File: src/rtl/icache_refill_ctrl_if.sv
// Bundle of requester, IFILL, invalidation and array-write signals for the
// instruction-cache refill controller. The controller uses the slave view.
interface icache_refill_ctrl_if #(
    parameter int unsigned PADDR_W  = 40,
    parameter int unsigned LINE_W   = 512,
    parameter int unsigned OFFSET_W = 6,
    parameter int unsigned IDX_W    = 6,
    parameter int unsigned WAY_W    = 2,
    parameter int unsigned TAG_W    = PADDR_W - OFFSET_W - IDX_W
);
    logic                      dmd_valid_i;
    logic [PADDR_W-1:0]        dmd_paddr_i;
    logic [WAY_W-1:0]          dmd_way_i;
    logic                      dmd_ready_o;
    logic                      pf_valid_i;
    logic [PADDR_W-1:0]        pf_paddr_i;
    logic [WAY_W-1:0]          pf_way_i;
    logic                      pf_ready_o;
    logic                      kill_i;
    logic                      ifill_req_valid_o;
    logic [WAY_W-1:0]          ifill_req_way_o;
    logic [PADDR_W-1:0]        ifill_req_paddr_o;
    logic                      ifill_ack_i;
    logic                      ifill_valid_i;
    logic [LINE_W-1:0]         ifill_data_i;
    logic                      inv_valid_i;
    logic [IDX_W+OFFSET_W-1:0] inv_paddr_i;
    logic                      wr_valid_o;
    logic [WAY_W-1:0]          wr_way_o;
    logic [IDX_W-1:0]          wr_idx_o;
    logic [TAG_W-1:0]          wr_tag_o;
    logic [LINE_W-1:0]         wr_data_o;
    logic                      wr_src_o;
    logic                      inv_valid_o;
    logic [IDX_W-1:0]          inv_idx_o;
    logic                      busy_o;

    modport slave (
        input  dmd_valid_i, dmd_paddr_i, dmd_way_i,
        output dmd_ready_o,
        input  pf_valid_i, pf_paddr_i, pf_way_i,
        output pf_ready_o,
        input  kill_i,
        output ifill_req_valid_o, ifill_req_way_o, ifill_req_paddr_o,
        input  ifill_ack_i, ifill_valid_i, ifill_data_i,
        input  inv_valid_i, inv_paddr_i,
        output wr_valid_o, wr_way_o, wr_idx_o, wr_tag_o, wr_data_o, wr_src_o,
        output inv_valid_o, inv_idx_o, busy_o
    );

    modport master (
        output dmd_valid_i, dmd_paddr_i, dmd_way_i,
        input  dmd_ready_o,
        output pf_valid_i, pf_paddr_i, pf_way_i,
        input  pf_ready_o,
        output kill_i,
        input  ifill_req_valid_o, ifill_req_way_o, ifill_req_paddr_o,
        output ifill_ack_i, ifill_valid_i, ifill_data_i,
        output inv_valid_i, inv_paddr_i,
        input  wr_valid_o, wr_way_o, wr_idx_o, wr_tag_o, wr_data_o, wr_src_o,
        input  inv_valid_o, inv_idx_o, busy_o
    );
endinterface

File: src/rtl/icache_refill_ctrl.sv
// Instruction-cache line refill sequencer: demand/prefetch arbitration, one
// outstanding IFILL transaction, kill/flush and L2 invalidation race handling.
module icache_refill_ctrl #(
    parameter int unsigned PADDR_W  = 40,
    parameter int unsigned LINE_W   = 512,
    parameter int unsigned OFFSET_W = 6,
    parameter int unsigned IDX_W    = 6,
    parameter int unsigned WAY_W    = 2
) (
    input logic                clk_i,
    input logic                rstn_i,
    icache_refill_ctrl_if.slave bus
);
    localparam int unsigned TAG_W  = PADDR_W - OFFSET_W - IDX_W;
    localparam int unsigned LINE_A = PADDR_W - OFFSET_W;

    typedef enum logic [2:0] {
        S_IDLE,
        S_REQ,
        S_WAIT,
        S_WRITE,
        S_DRAIN
    } state_t;

    state_t              state_q, state_d;
    logic [LINE_A-1:0]   line_q;
    logic [WAY_W-1:0]    way_q;
    logic                src_q;
    logic [LINE_W-1:0]   data_q;
    logic                killed_q;
    logic                poison_q;
    logic                inv_valid_q;
    logic [IDX_W-1:0]    inv_idx_q;

    logic                accept_dmd;
    logic                accept_pf;
    logic                capture;
    logic                inv_hit;
    logic [IDX_W-1:0]    fill_idx;
    logic [IDX_W-1:0]    inv_in_idx;
    logic                unused_offset_bits;

    assign fill_idx   = line_q[IDX_W-1:0];
    assign inv_in_idx = bus.inv_paddr_i[OFFSET_W +: IDX_W];
    assign inv_hit    = bus.inv_valid_i && (inv_in_idx == fill_idx);
    assign unused_offset_bits = ^{bus.dmd_paddr_i[OFFSET_W-1:0],
                                  bus.pf_paddr_i[OFFSET_W-1:0],
                                  bus.inv_paddr_i[OFFSET_W-1:0]};

    always_ff @(posedge clk_i or negedge rstn_i) begin
        if (!rstn_i) begin
            state_q     <= S_IDLE;
            line_q      <= '0;
            way_q       <= '0;
            src_q       <= 1'b0;
            data_q      <= '0;
            killed_q    <= 1'b0;
            poison_q    <= 1'b0;
            inv_valid_q <= 1'b0;
            inv_idx_q   <= '0;
        end else begin
            state_q     <= state_d;
            inv_valid_q <= bus.inv_valid_i;
            inv_idx_q   <= inv_in_idx;
            if (accept_dmd) begin
                line_q <= bus.dmd_paddr_i[PADDR_W-1:OFFSET_W];
                way_q  <= bus.dmd_way_i;
                src_q  <= 1'b0;
            end else if (accept_pf) begin
                line_q <= bus.pf_paddr_i[PADDR_W-1:OFFSET_W];
                way_q  <= bus.pf_way_i;
                src_q  <= 1'b1;
            end
            if (capture) begin
                data_q <= bus.ifill_data_i;
            end
            if (state_d == S_IDLE) begin
                killed_q <= 1'b0;
                poison_q <= 1'b0;
            end else begin
                if (state_q == S_REQ && bus.kill_i) begin
                    killed_q <= 1'b1;
                end
                if ((state_q == S_REQ || state_q == S_WAIT) && inv_hit) begin
                    poison_q <= 1'b1;
                end
            end
        end
    end

    // A kill coinciding with the response returns straight to IDLE: the
    // response has already been consumed, so draining would wait forever.
    always_comb begin
        state_d    = state_q;
        accept_dmd = 1'b0;
        accept_pf  = 1'b0;
        capture    = 1'b0;
        case (state_q)
            S_IDLE: begin
                if (bus.dmd_valid_i) begin
                    accept_dmd = 1'b1;
                    state_d    = S_REQ;
                end else if (bus.pf_valid_i) begin
                    accept_pf = 1'b1;
                    state_d   = S_REQ;
                end
            end
            S_REQ: begin
                if (bus.ifill_ack_i) begin
                    if (killed_q || bus.kill_i) begin
                        state_d = bus.ifill_valid_i ? S_IDLE : S_DRAIN;
                    end else if (bus.ifill_valid_i) begin
                        capture = 1'b1;
                        state_d = S_WRITE;
                    end else begin
                        state_d = S_WAIT;
                    end
                end
            end
            S_WAIT: begin
                if (bus.kill_i) begin
                    state_d = bus.ifill_valid_i ? S_IDLE : S_DRAIN;
                end else if (bus.ifill_valid_i) begin
                    capture = 1'b1;
                    state_d = S_WRITE;
                end
            end
            S_WRITE: begin
                state_d = S_IDLE;
            end
            S_DRAIN: begin
                if (bus.ifill_valid_i) begin
                    state_d = S_IDLE;
                end
            end
            default: begin
                state_d = S_IDLE;
            end
        endcase
    end

    assign bus.dmd_ready_o       = (state_q == S_IDLE);
    assign bus.pf_ready_o        = (state_q == S_IDLE) && !bus.dmd_valid_i;
    assign bus.busy_o            = (state_q != S_IDLE);
    assign bus.ifill_req_valid_o = (state_q == S_REQ);
    assign bus.ifill_req_way_o   = way_q;
    assign bus.ifill_req_paddr_o = {line_q, {OFFSET_W{1'b0}}};
    assign bus.wr_valid_o        = (state_q == S_WRITE) && !bus.kill_i && !poison_q && !inv_hit;
    assign bus.wr_way_o          = way_q;
    assign bus.wr_idx_o          = fill_idx;
    assign bus.wr_tag_o          = line_q[LINE_A-1 -: TAG_W];
    assign bus.wr_data_o         = data_q;
    assign bus.wr_src_o          = src_q;
    assign bus.inv_valid_o       = inv_valid_q;
    assign bus.inv_idx_o         = inv_idx_q;
endmodule

File: src/flat_wrapper.sv
// flat-port wrapper written by rule: the top's interface ports become plain ports
module icache_refill_ctrl_flat 
#(
    parameter int unsigned PADDR_W  = 40,
    parameter int unsigned LINE_W   = 512,
    parameter int unsigned OFFSET_W = 6,
    parameter int unsigned IDX_W    = 6,
    parameter int unsigned WAY_W    = 2
)
  (clk_i, rstn_i, bus_dmd_valid_i, bus_dmd_paddr_i, bus_dmd_way_i, bus_dmd_ready_o, bus_pf_valid_i, bus_pf_paddr_i, bus_pf_way_i, bus_pf_ready_o, bus_kill_i, bus_ifill_req_valid_o, bus_ifill_req_way_o, bus_ifill_req_paddr_o, bus_ifill_ack_i, bus_ifill_valid_i, bus_ifill_data_i, bus_inv_valid_i, bus_inv_paddr_i, bus_wr_valid_o, bus_wr_way_o, bus_wr_idx_o, bus_wr_tag_o, bus_wr_data_o, bus_wr_src_o, bus_inv_valid_o, bus_inv_idx_o, bus_busy_o);
  icache_refill_ctrl_if #(.PADDR_W(PADDR_W), .LINE_W(LINE_W), .OFFSET_W(OFFSET_W), .IDX_W(IDX_W), .WAY_W(WAY_W)) bus_i ();
  input logic clk_i;
  input logic rstn_i;
  input wire logic [$bits(bus_i.dmd_valid_i)-1:0] bus_dmd_valid_i;
  input wire logic [$bits(bus_i.dmd_paddr_i)-1:0] bus_dmd_paddr_i;
  input wire logic [$bits(bus_i.dmd_way_i)-1:0] bus_dmd_way_i;
  output wire logic [$bits(bus_i.dmd_ready_o)-1:0] bus_dmd_ready_o;
  input wire logic [$bits(bus_i.pf_valid_i)-1:0] bus_pf_valid_i;
  input wire logic [$bits(bus_i.pf_paddr_i)-1:0] bus_pf_paddr_i;
  input wire logic [$bits(bus_i.pf_way_i)-1:0] bus_pf_way_i;
  output wire logic [$bits(bus_i.pf_ready_o)-1:0] bus_pf_ready_o;
  input wire logic [$bits(bus_i.kill_i)-1:0] bus_kill_i;
  output wire logic [$bits(bus_i.ifill_req_valid_o)-1:0] bus_ifill_req_valid_o;
  output wire logic [$bits(bus_i.ifill_req_way_o)-1:0] bus_ifill_req_way_o;
  output wire logic [$bits(bus_i.ifill_req_paddr_o)-1:0] bus_ifill_req_paddr_o;
  input wire logic [$bits(bus_i.ifill_ack_i)-1:0] bus_ifill_ack_i;
  input wire logic [$bits(bus_i.ifill_valid_i)-1:0] bus_ifill_valid_i;
  input wire logic [$bits(bus_i.ifill_data_i)-1:0] bus_ifill_data_i;
  input wire logic [$bits(bus_i.inv_valid_i)-1:0] bus_inv_valid_i;
  input wire logic [$bits(bus_i.inv_paddr_i)-1:0] bus_inv_paddr_i;
  output wire logic [$bits(bus_i.wr_valid_o)-1:0] bus_wr_valid_o;
  output wire logic [$bits(bus_i.wr_way_o)-1:0] bus_wr_way_o;
  output wire logic [$bits(bus_i.wr_idx_o)-1:0] bus_wr_idx_o;
  output wire logic [$bits(bus_i.wr_tag_o)-1:0] bus_wr_tag_o;
  output wire logic [$bits(bus_i.wr_data_o)-1:0] bus_wr_data_o;
  output wire logic [$bits(bus_i.wr_src_o)-1:0] bus_wr_src_o;
  output wire logic [$bits(bus_i.inv_valid_o)-1:0] bus_inv_valid_o;
  output wire logic [$bits(bus_i.inv_idx_o)-1:0] bus_inv_idx_o;
  output wire logic [$bits(bus_i.busy_o)-1:0] bus_busy_o;
  assign bus_i.dmd_valid_i = bus_dmd_valid_i;
  assign bus_i.dmd_paddr_i = bus_dmd_paddr_i;
  assign bus_i.dmd_way_i = bus_dmd_way_i;
  assign bus_dmd_ready_o = bus_i.dmd_ready_o;
  assign bus_i.pf_valid_i = bus_pf_valid_i;
  assign bus_i.pf_paddr_i = bus_pf_paddr_i;
  assign bus_i.pf_way_i = bus_pf_way_i;
  assign bus_pf_ready_o = bus_i.pf_ready_o;
  assign bus_i.kill_i = bus_kill_i;
  assign bus_ifill_req_valid_o = bus_i.ifill_req_valid_o;
  assign bus_ifill_req_way_o = bus_i.ifill_req_way_o;
  assign bus_ifill_req_paddr_o = bus_i.ifill_req_paddr_o;
  assign bus_i.ifill_ack_i = bus_ifill_ack_i;
  assign bus_i.ifill_valid_i = bus_ifill_valid_i;
  assign bus_i.ifill_data_i = bus_ifill_data_i;
  assign bus_i.inv_valid_i = bus_inv_valid_i;
  assign bus_i.inv_paddr_i = bus_inv_paddr_i;
  assign bus_wr_valid_o = bus_i.wr_valid_o;
  assign bus_wr_way_o = bus_i.wr_way_o;
  assign bus_wr_idx_o = bus_i.wr_idx_o;
  assign bus_wr_tag_o = bus_i.wr_tag_o;
  assign bus_wr_data_o = bus_i.wr_data_o;
  assign bus_wr_src_o = bus_i.wr_src_o;
  assign bus_inv_valid_o = bus_i.inv_valid_o;
  assign bus_inv_idx_o = bus_i.inv_idx_o;
  assign bus_busy_o = bus_i.busy_o;
  icache_refill_ctrl #(.PADDR_W(PADDR_W), .LINE_W(LINE_W), .OFFSET_W(OFFSET_W), .IDX_W(IDX_W), .WAY_W(WAY_W)) u_core (.clk_i(clk_i), .rstn_i(rstn_i), .bus(bus_i));
endmodule
File: config.mk
export PLATFORM = sky130hd
export DESIGN_NAME = icache_refill_ctrl_flat
export DESIGN_NICKNAME = d
export VERILOG_FILES = /design/src/rtl/icache_refill_ctrl_if.sv /design/src/rtl/icache_refill_ctrl.sv /design/src/flat_wrapper.sv
export SDC_FILE = /design/constraint.sdc
export NUM_CORES = 1
export LEC_CHECK = 0
export ABC_AREA = 1
export ABC_CLOCK_PERIOD_IN_PS = 1920
export CAP_MARGIN = 20
export CORE_AREA = 2 2 474 476
export DETAILED_ROUTE_END_ITERATION = 10
export DIE_AREA = 0 0 476 478
export SLEW_MARGIN = 10
export SYNTH_ARGS = -nofsm -noshare
export SYNTH_HDL_FRONTEND = slang
export SYNTH_SLANG_ARGS = --single-unit
File: constraint.sdc
create_clock -name clk_i -period 1.92 [get_ports clk_i]
set_input_delay 0.384 -clock clk_i [delete_from_list [all_inputs] [get_ports clk_i]]
set_output_delay 0.384 -clock clk_i [all_outputs]
set_load 0.03 [all_outputs]
==> flow_summary.ini, run 1 <==
[run_status]
status = finished with violations
violations = setup timing

[placement]
portBuffers = 1194
gp_congestion = 0.925
dp_hpwl_um = 153000
place_ws_ns = -0.664
postPlaceCellArea_sq_um = 38100
dp_cells = 6650

[logic_synthesis]
synth_top_area_share_pct = 61.8
synth_area_leaders = dfrtp_1 (62%), nand2_1 (17%), o21ai_0 (12%)
yosysWarnings = 0
syn-cell-area_sq_um = 22700
ys_seq_area_share_pct = 61.8
netlist_instances = 2548
yosysUniqueCellTypes = 23
yosysTopAreaCell = dfrtp_1
avgSynthCellArea_sq_um = 8.92
ys_ff_latch = 561

[global_route]
grt_overflow_total = 0
antenna_found_initial = 96
grt_pass1_wl_um = 242000
grtUsageTotal_pct = 16.1
grt_pass1_vias = 24962
grt_max_degree = 100

[worst_setup_path]
crit_family = flip-flops
cp.arrival_ns = 1.77
path_cells = buf_6 > nor3_2 > nand3_1 > a21oi_2 > buf_12
end_kind = output pin
path_buf_inv = 2
r2r-start = u_core.state_q[0]
cp-start-kind = flip-flop
slowest_delay_ns = 0.38
reg2reg_slack_ns = -0.14
crit_slowest_cell = dfrtp_1
crit_type = reg -> out
worstRegToRegCells = 12
cp.required_ns = 1.54
cp_max_fo = 3
worstReg2RegEnd = u_core.bus.wr_data_o[352]

[sta]
layout_worst_path_cycle_share_pct = 112
setup_violations = 389
period_needed_ns = 2.15
rsz0062_at_grt = yes
final_hold_viol_count = 0
final-max-slew-violation-count = 0
slew_headroom_pct = 55.6
final.setup.worst_slack_ns = -0.230
fmax_mhz = 465
finalClockSkew_ns = 0.0342
finalSetupTns_ns = -19.22
worst_pin_slew_ns = 0.666

[clock_tree]
root_buffer = clkbuf_16
clk_pin_slew_worst_paths_ns = 0.07
clk_latency_ns = 0.71
cts_buffers = 75
cts_tree = done
htree_levels = 3
clockBufferDepth = 3
cts.sinks = 561

[hold_path]
hp-class = in -> async

[layout]
nNetsFinal = 4501
final_core_util_pct = 20.7
stdcell_count = 6970
drive_gt1_share_pct = 35.3
finalInstanceArea_sq_um = 46300
syn2layout_area_growth_pct = 104

[routing]
drc = 0
dr.first_iter.drc_count = 1615
ant_nets = 0
dr.pass1.iters = 5
wire_per_inst_um = 28.2
viasPerCell = 3.61
vias = 25192
wirelength_um = 197000

[floorplan]
die_y_um = 478
die_w_um = 476
start_util_pct = 10.2
dieArea_sq_um = 228000
core-area_sq_um = 223000
num_rows = 174
io_pins = 1219

[power]
power.internal_uw = 40200
switchingPower_uw = 40200
p_seq_share_pct = 26.2
power.share.clock_pct = 18.4
peakVddDrop_mv = 0.772
power_frac_comb_pct = 55.4
leakage_uw = 0.0215
switching_share_pct = 50.0
powerDensity_nw_per_um2 = 1740

[job]
maxCapViolations = 0
-- cell families (layout without fill, tap and decap cells) --
kind of cell / count (synthesis) / in the layout / synth area share (%)
buffers and inverters: 252 / 1638 / 5.86
and+or+nand+nor: 1145 / 1145 / 19.3
AOI/OAI and AO/OA: 589 / 589 / 13.1
DFF: 561 / 561 / 61.8
other: 1 / 45 / 0.0165
-- cell usage after synthesis --
library cell  instances
nor2_8                1
o21ai_2               1
o21ai_1              25
conb_1                1
or2_2                 1
nand2_1            1053
buf_2                14
o21ai_0             551
buf_4                81
inv_1                20
o21bai_1              1
nor2_1               44
nand3_1              44
clkbuf_4              5
a21oi_1               3
o22ai_1               6
a21boi_0              2
buf_6                 6
dfrtp_1             561
nor3_2                1
inv_2                 4
clkbuf_1            122
nor3_1                1
-- layer usage --
| metal | wire length [um] | vias up | global-route usage (%) |
|---|---|---|---|
| met5 | 82 | - | 0 |
| met4 | 8330 | 12 | 7.22 |
| met3 | 35400 | 322 | 12.8 |
| met2 | 83100 | 1475 | 23.3 |
| met1 | 69900 | 12427 | 16.9 |
| li1 | - | 10956 | - |
-- area by class of cell --
type,instances,area (sq um)
repair buffers,1483,15900
diodes,39,97.6
clock buffers,100,2070
well taps,2992,3740
clock inverters,31,443
inverters,24,110
flip-flops and latches,561,14000
fillers,24437,177000
multi-input cells,1740,9860
-- state kept, by name (all words and copies together), names as in the netlist, 2 cells and up --
signal	cells
u_core.bus.wr_data_o	512
u_core.bus.inv_idx_o	6
u_core.bus.ifill_req_way_o	2
u_core.state_q	3
u_core.line_q	34
-- through the flow --
stage | total power, uW | hold slack (ns)
CTS | 79000 | 0.105
detailed placement | 62400 | 0.338
global placement | 62100 | 0.325
finish | 80400 | 0.199
global route | 85100 | 0.128
floorplan | 38200 | 0.0884
-- layout by cell type, fill, tap and decap left out, types with 9 or more instances in the layout --
cell / instances
buf_2: 22
o21ai_1: 100
o21ai_2: 89
buf_8: 19
diode_2: 39
clkinv_2: 9
clkdlybuf4s15_2: 112
nor2_1: 38
dlygate4sd2_1: 90
buf_6: 31
nand3_1: 41
clkdlybuf4s15_1: 84
clkbuf_16: 112
clkdlybuf4s50_1: 596
nand2_1: 612
buf_12: 70
buf_16: 42
nand2_2: 264
o21ai_0: 381
dfrtp_1: 556
clkbuf_1: 16
inv_1: 16
buf_4: 379
nand2_4: 174
-- worst max-delay path by stage --
stage | from | endpoint | cells after the start
2_1_floorplan | u_core.state_q[0] | bus_pf_ready_o | 3
3_3_place_gp | bus_kill_i | u_core.bus.wr_data_o[154] | 10
3_5_place_dp | bus_kill_i | u_core.bus.wr_data_o[154] | 10
4_1_cts | u_core.state_q[2] | bus_wr_valid_o | 5
5_1_grt | u_core.line_q[1] | bus_wr_valid_o | 8
6_report | u_core.state_q[2] | bus_wr_valid_o | 5
-- power groups by stage --
stage                     logic [uW]  registers [uW]  clock network [uW]
after CTS                      42900           20800               15200
after global placement         41400           20700                   0
after floorplan                 7590           30600                   0
after global routing           47800           21600               15600
final                          44500           21100               14800
after detailed placement       41500           20900                   0
-- repair_timing --
| action | CTS | global route |
|---|---|---|
| buffers inserted | 48 | 34 |
| gates resized for setup | 953 | 848 |
| gates cloned | 46 | 44 |
| endpoints found under the setup margin | 785 | 566 |
| pin swaps | 13 | 44 |
| hold buffers | 1 | 0 |
| hold endpoints to repair | 151 | 0 |
Power figures use the tool's default switching activity.
==> run 2, diff against run 1 <==
--- a/config.mk
+++ b/config.mk
@@ -6,7 +6,7 @@
 export NUM_CORES = 1
 export LEC_CHECK = 0
 export ABC_AREA = 1
-export ABC_CLOCK_PERIOD_IN_PS = 1920
+export ABC_CLOCK_PERIOD_IN_PS = 2450
 export CAP_MARGIN = 20
 export CORE_AREA = 2 2 474 476
 export DETAILED_ROUTE_END_ITERATION = 10
==> constraint.sdc (replaced) <==
create_clock -name clk_i -period 2.45 [get_ports clk_i]
set_input_delay 0.49 -clock clk_i [delete_from_list [all_inputs] [get_ports clk_i]]
set_output_delay 0.49 -clock clk_i [all_outputs]
set_load 0.03 [all_outputs]
==> run 2 against run 1 <==
  * The flow now finishes without violations
  * Worst hold slack better by 0.10 ns
  * Largest cell class is now registers
  * Non-clock buffer count down 191
  * Register-to-register slack improved by 0.33 ns
  * Sequential power down 24%
  * Clock skew is 0.014 ns lower
  * Wire length is 10% lower
  * Design area decreased by 13%
  * Via count decreased by 7.0%
  * Utilization shrank 2.6 points
  * Clock power fell by 26%
  * First-iteration DRC count down 18%
==> flow_summary.ini, run 2 (same netlist as run 1, synthesis figures left out) <==
[routing]
wire_per_inst_um = 26.1
drc = 0
dr.first_iter.drc_count = 1318
vias = 23436
wirelength_um = 176000
ant_nets = 0
viasPerCell = 3.47
dr.pass1.iters = 5

[global_route]
grtUsageTotal_pct = 14.9
antenna_found_initial = 88
grt_pass1_vias = 23584
grt_pass1_wl_um = 225000
grt_overflow_total = 0
grt_max_degree = 117

[worst_setup_path]
cp-start-kind = flip-flop
path_cells = clkdlybuf4s50_1
crit_family = buffers and inverters
crit_type = reg -> out
slowest_delay_ns = 0.84
path_buf_inv = 1
end_kind = output pin
cp_max_fo = 2
cp.required_ns = 1.96
cp.arrival_ns = 1.90
crit_slowest_cell = clkdlybuf4s50_1

[power]
power.internal_uw = 29400
switchingPower_uw = 28900
switching_share_pct = 49.6
p_seq_share_pct = 27.6
powerDensity_nw_per_um2 = 1440
peakVddDrop_mv = 0.734
power_frac_comb_pct = 53.5
power.share.clock_pct = 18.9
leakage_uw = 0.0179

[layout]
stdcell_count = 6755
drive_gt1_share_pct = 8.73
fillers = 24929
syn2layout_area_growth_pct = 77.9
nNetsFinal = 4308
largest_reg_flops = 512
multi_input_comb_area_sq_um = 7390
seqCellArea_sq_um = 14000
finalInstanceArea_sq_um = 40400
final_common_cell = nand2_1
layout_common_cells = nand2_1 (1053), clkdlybuf4s50_1 (929), dfrtp_1 (556), o21ai_0 (551), buf_4 (163)

[hold_path]
hp-class = in -> async

[clock_tree]
clockBufferDepth = 3
clk_pin_slew_worst_paths_ns = 0.06
cts_buffers = 73
clk_latency_ns = 0.69
cts.sinks = 561
htree_levels = 3
cts_tree = done
root_buffer = clkbuf_16

[placement]
place_ws_ns = -0.230
gp_congestion = 0.920
portBuffers = 1194
postPlaceCellArea_sq_um = 38100
dp_cells = 6606
dp_hpwl_um = 150000

[sta]
slew_headroom_pct = 51.9
period_needed_ns = 2.39
final.setup.worst_slack_ns = 0.0554
final_hold_viol_count = 0
layout_worst_path_cycle_share_pct = 97.7
worst_pin_slew_ns = 0.724
finalClockSkew_ns = 0.0200
final-max-slew-violation-count = 0
finalSetupTns_ns = 0
hold-worst-slack_ns = 0.299
fmax_mhz = 418
setup_violations = 0

[floorplan]
die_y_um = 478
core-area_sq_um = 223000
die_w_um = 476
dieArea_sq_um = 228000
num_rows = 174
start_util_pct = 10.2
io_pins = 1219

[job]
maxCapViolations = 0

[run_status]
status = finished, final reports clean
[run 2: metal layers]
layer	part of all wire (%)	vias to the layer above	track usage [%]
li1	-	10460	-
met1	34	11399	14.8
met2	43	1291	23.0
met3	19	276	12.7
met4	3.1	10	4.46
met5	0.039	-	0
[run 2: layout make-up]
class / count / share of cell area [%]
diodes: 18 / 0.111
clock buffers: 104 / 5.13
clock inverters: 24 / 0.808
inverters: 24 / 0.260
multi-input cells: 1740 / 18.3
flip-flops and latches: 561 / 34.8
well taps: 2992 / 9.26
repair buffers: 1292 / 31.4
[run 2: power groups by stage]
stage,Clock (uW),Combinational (uW),Sequential [uW]
after floorplan,0,5950,24000
after global placement,0,32500,16000
after detailed placement,0,32500,16200
after CTS,11400,32000,16100
after global routing,11700,33800,16600
final,11000,31200,16100
[run 2: final timing paths]
check                                             to  depth (start not counted)  slack (ns)                       from
max in group asynchronous           u_core.line_q[3]                          4        1.19                     rstn_i
hold reg to reg            u_core.bus.wr_data_o[319]                          2        0.49  u_core.bus.wr_data_o[319]
hold / removal              u_core.bus.wr_data_o[78]                          2        0.30                     rstn_i
min in group clk_i           u_core.bus.inv_idx_o[3]                          1        0.31         bus_inv_paddr_i[9]
setup reg to reg           u_core.bus.wr_data_o[110]                          8        0.19          u_core.state_q[2]
setup / recovery                   bus_wr_data_o[34]                          1        0.06   u_core.bus.wr_data_o[34]
[run 2: repair_timing]
item | CTS | global route
gates resized for setup | 169 | 14
hold endpoints to repair | 36 | 0
hold buffers | 1 | 0
endpoints found under the setup margin | 163 | 12
buffers inserted | 3 | 0
pin swaps | 4 | 1
[run 2: metrics by stage]
stage	util, %	power, uW
floorplan	-	30000
global placement	17.1	48500
detailed placement	17.1	48700
CTS	18.1	59400
global route	18.1	62000
finish	18.1	58300
==> run 3, diff against run 2 <==
--- a/config.mk
+++ b/config.mk
@@ -5,12 +5,12 @@
 export SDC_FILE = /design/constraint.sdc
 export NUM_CORES = 1
 export LEC_CHECK = 0
-export ABC_AREA = 1
+export ABC_AREA = 0
 export ABC_CLOCK_PERIOD_IN_PS = 2450
 export CAP_MARGIN = 20
-export CORE_AREA = 2 2 474 476
+export CORE_AREA = 2 2 481 483
 export DETAILED_ROUTE_END_ITERATION = 10
-export DIE_AREA = 0 0 476 478
+export DIE_AREA = 0 0 483 485
 export SLEW_MARGIN = 10
 export SYNTH_ARGS = -nofsm -noshare
 export SYNTH_HDL_FRONTEND = slang
==> run 3 against run 2 <==
  * The run now ends with setup timing left
  * Count of clock-buffer cells in the layout shrank 2
  * Largest power group unchanged
  * Power grew 4.0%
  * Register-to-register slack worse by 0.03 ns
  * Clock power about the same
==> flow_summary.ini, run 3 <==
[power]
leakage_uw = 0.0164
peakVddDrop_mv = 0.823
powerDensity_nw_per_um2 = 1540
total_power_uw = 60600

[layout]
largest_reg_flops = 512
fillers = 25197
final_common_cell = clkdlybuf4s50_1
drive_gt1_share_pct = 14.4
syn2layout_area_growth_pct = 82.7
layout_common_cells = clkdlybuf4s50_1 (867), dfrtp_1 (554), mux2_1 (480), buf_4 (186), dlygate4sd2_1 (180)
seqCellArea_sq_um = 14000
nNetsFinal = 3229
stdcell_count = 5713
multi_input_comb_area_sq_um = 6740

[clock_tree]
cts.sinks = 561
root_buffer = clkbuf_16
clk_pin_slew_worst_paths_ns = 0.06
clk_latency_ns = 0.70
htree_levels = 3
cts_buffers = 73
clockBufferDepth = 3
cts_tree = done

[global_route]
antenna_found_initial = 105
grt_overflow_total = 0
grt_pass1_wl_um = 215000
grt_max_degree = 63
grtUsageTotal_pct = 14.4
grt_pass1_vias = 18433

[logic_synthesis]
ys.flop_type = dfrtp_1
muxShareOfSynthArea_pct = 26.8
ys_ff_latch = 561
synth_top_area_share_pct = 65.2
synth_area_leaders = dfrtp_1 (65%), mux2_1 (25%), buf_4 (1.8%)
synthXorXnorAreaFrac_pct = 0.285
avgSynthCellArea_sq_um = 15.7
netlist_instances = 1372
syn-cell-area_sq_um = 21500
synthTopCellsByCount = dfrtp_1 (561), mux2_1 (480), nand2_1 (71), buf_4 (52), nor2_1 (40)
synth_edf_count = 0
yosys.area_share.simple_pct = 2.33
synthMostInstantiatedCell = dfrtp_1
synth_compound_gate_area_share_pct = 1.56
yosysTopAreaCell = dfrtp_1
synth_top_family_by_area = multiplexers
ys_seq_area_share_pct = 65.2
synth_fa_ha_area_share_pct = 0
async_flop_share_pct = 100
yosysWarnings = 0
yosysUniqueCellTypes = 35

[sta]
final-max-slew-violation-count = 0
slew_headroom_pct = 42.6
fmax_mhz = 391
rsz0062_at_grt = yes
final_hold_viol_count = 0
period_needed_ns = 2.56
worst_pin_slew_ns = 0.861
finalClockSkew_ns = 0.0332
final.setup.worst_slack_ns = -0.110
hold-worst-slack_ns = 0.302
setup_violations = 1
layout_worst_path_cycle_share_pct = 105

[routing]
viasPerCell = 2.99
vias = 17075
wirelength_um = 173000
ant_nets = 0
drc = 0
dr.pass1.iters = 5
wire_per_inst_um = 30.3
dr.first_iter.drc_count = 651

[floorplan]
core-area_sq_um = 229000
start_util_pct = 9.40
io_pins = 1219
num_rows = 176
die_w_um = 483
dieArea_sq_um = 234000
die_y_um = 485

[worst_setup_path]
reg2reg_slack_ns = 0.16
cp_max_fo = 3
cp.arrival_ns = 2.07
end_kind = output pin
cp.required_ns = 1.96
cp-start-kind = flip-flop
crit_type = reg -> out

[placement]
dp_hpwl_um = 154000
gp_congestion = 0.911
dp_cells = 5557
portBuffers = 1194

[job]
maxCapViolations = 0

[run_status]
status = finished with violations
violations = setup timing

[hold_path]
hp-class = in -> reg
## run 3: changes by cell type after synthesis, moves of 17 or more
cell | previous run | this run
o21ai_1 | 25 | 0
a31oi_1 | 0 | 34
nand3_1 | 44 | 1
mux2_1 | 0 | 480
nand2_1 | 1053 | 71
inv_1 | 20 | 3
o21ai_0 | 551 | 0
buf_4 | 81 | 52
mux2_2 | 0 | 32
clkbuf_1 | 122 | 8
## run 3: final timing paths
check | depth (start not counted) | to | from
hold / removal | 1 | u_core.bus.inv_valid_o | bus_inv_valid_i
max in group asynchronous | 3 | u_core.bus.wr_data_o[133] | rstn_i
hold reg to reg | 1 | u_core.bus.wr_data_o[173] | u_core.bus.wr_data_o[173]
min in group asynchronous | 2 | u_core.bus.wr_data_o[463] | rstn_i
setup reg to reg | 7 | u_core.bus.wr_data_o[63] | u_core.state_q[1]
setup / recovery | 5 | bus_wr_valid_o | u_core.line_q[2]
## run 3: layout make-up
type                            count  share of cell area, %
Antenna cell                       19                  0.121
Clock buffer                      102                   5.46
Clock inverter                     28                  0.661
Inverter                            3                 0.0382
Multi-Input combinational cell    700                   17.1
Sequential cell                   561                   35.7
Tap cell                         3026                   9.62
Timing Repair Buffer             1274                   31.3
## run 3: through the flow
step                cell area, sq um  utilization (%)  setup slack, ns  TNS, ns
global route                   39300             17.2           -0.189   -0.189
global placement               37000             16.1           -0.131   -31.43
detailed placement             37000             16.1           -0.145   -36.93
finish                         39300             17.2           -0.110   -0.110
floorplan                      21600                -            0.298        0
CTS                            39200             17.1           -0.223   -0.223
## run 3: layer usage
metal,vias to the layer above,track usage [%],routed length (um)
met2,1132,22.9,77200
li1,7274,-,-
met1,8336,13.6,57100
met3,323,12.3,32100
met4,10,4.99,6780
met5,-,0,62
## run 3: kinds of logic after synthesis
family          Yosys count
compound gates           52
simple gates            123
flops                   561
other cells               1
mux                     512
xor+xnor                  7
buf+inv                 116
## run 3: critical path: stages (launching register included)
cell and delay [ns]:
dfrtp_2 0.49, buf_8 0.18, xnor2_2 0.13, nand4_1 0.15, o21a_1 0.24, buf_12 0.15
## run 3: report_power, final
part	switching [uW]	internal, uW
logic	22100	10600
registers	2960	13900
clock network	4670	6360
## run 3: timing repair
item / in CTS / in global routing
hold buffers: 1 / 0
cloned: 0 / 0
gates resized for setup: 209 / 14
pin swaps: 3 / 1
endpoints found under the hold margin: 25 / 0
buffers inserted: 3 / 3
setup endpoints to repair: 185 / 14
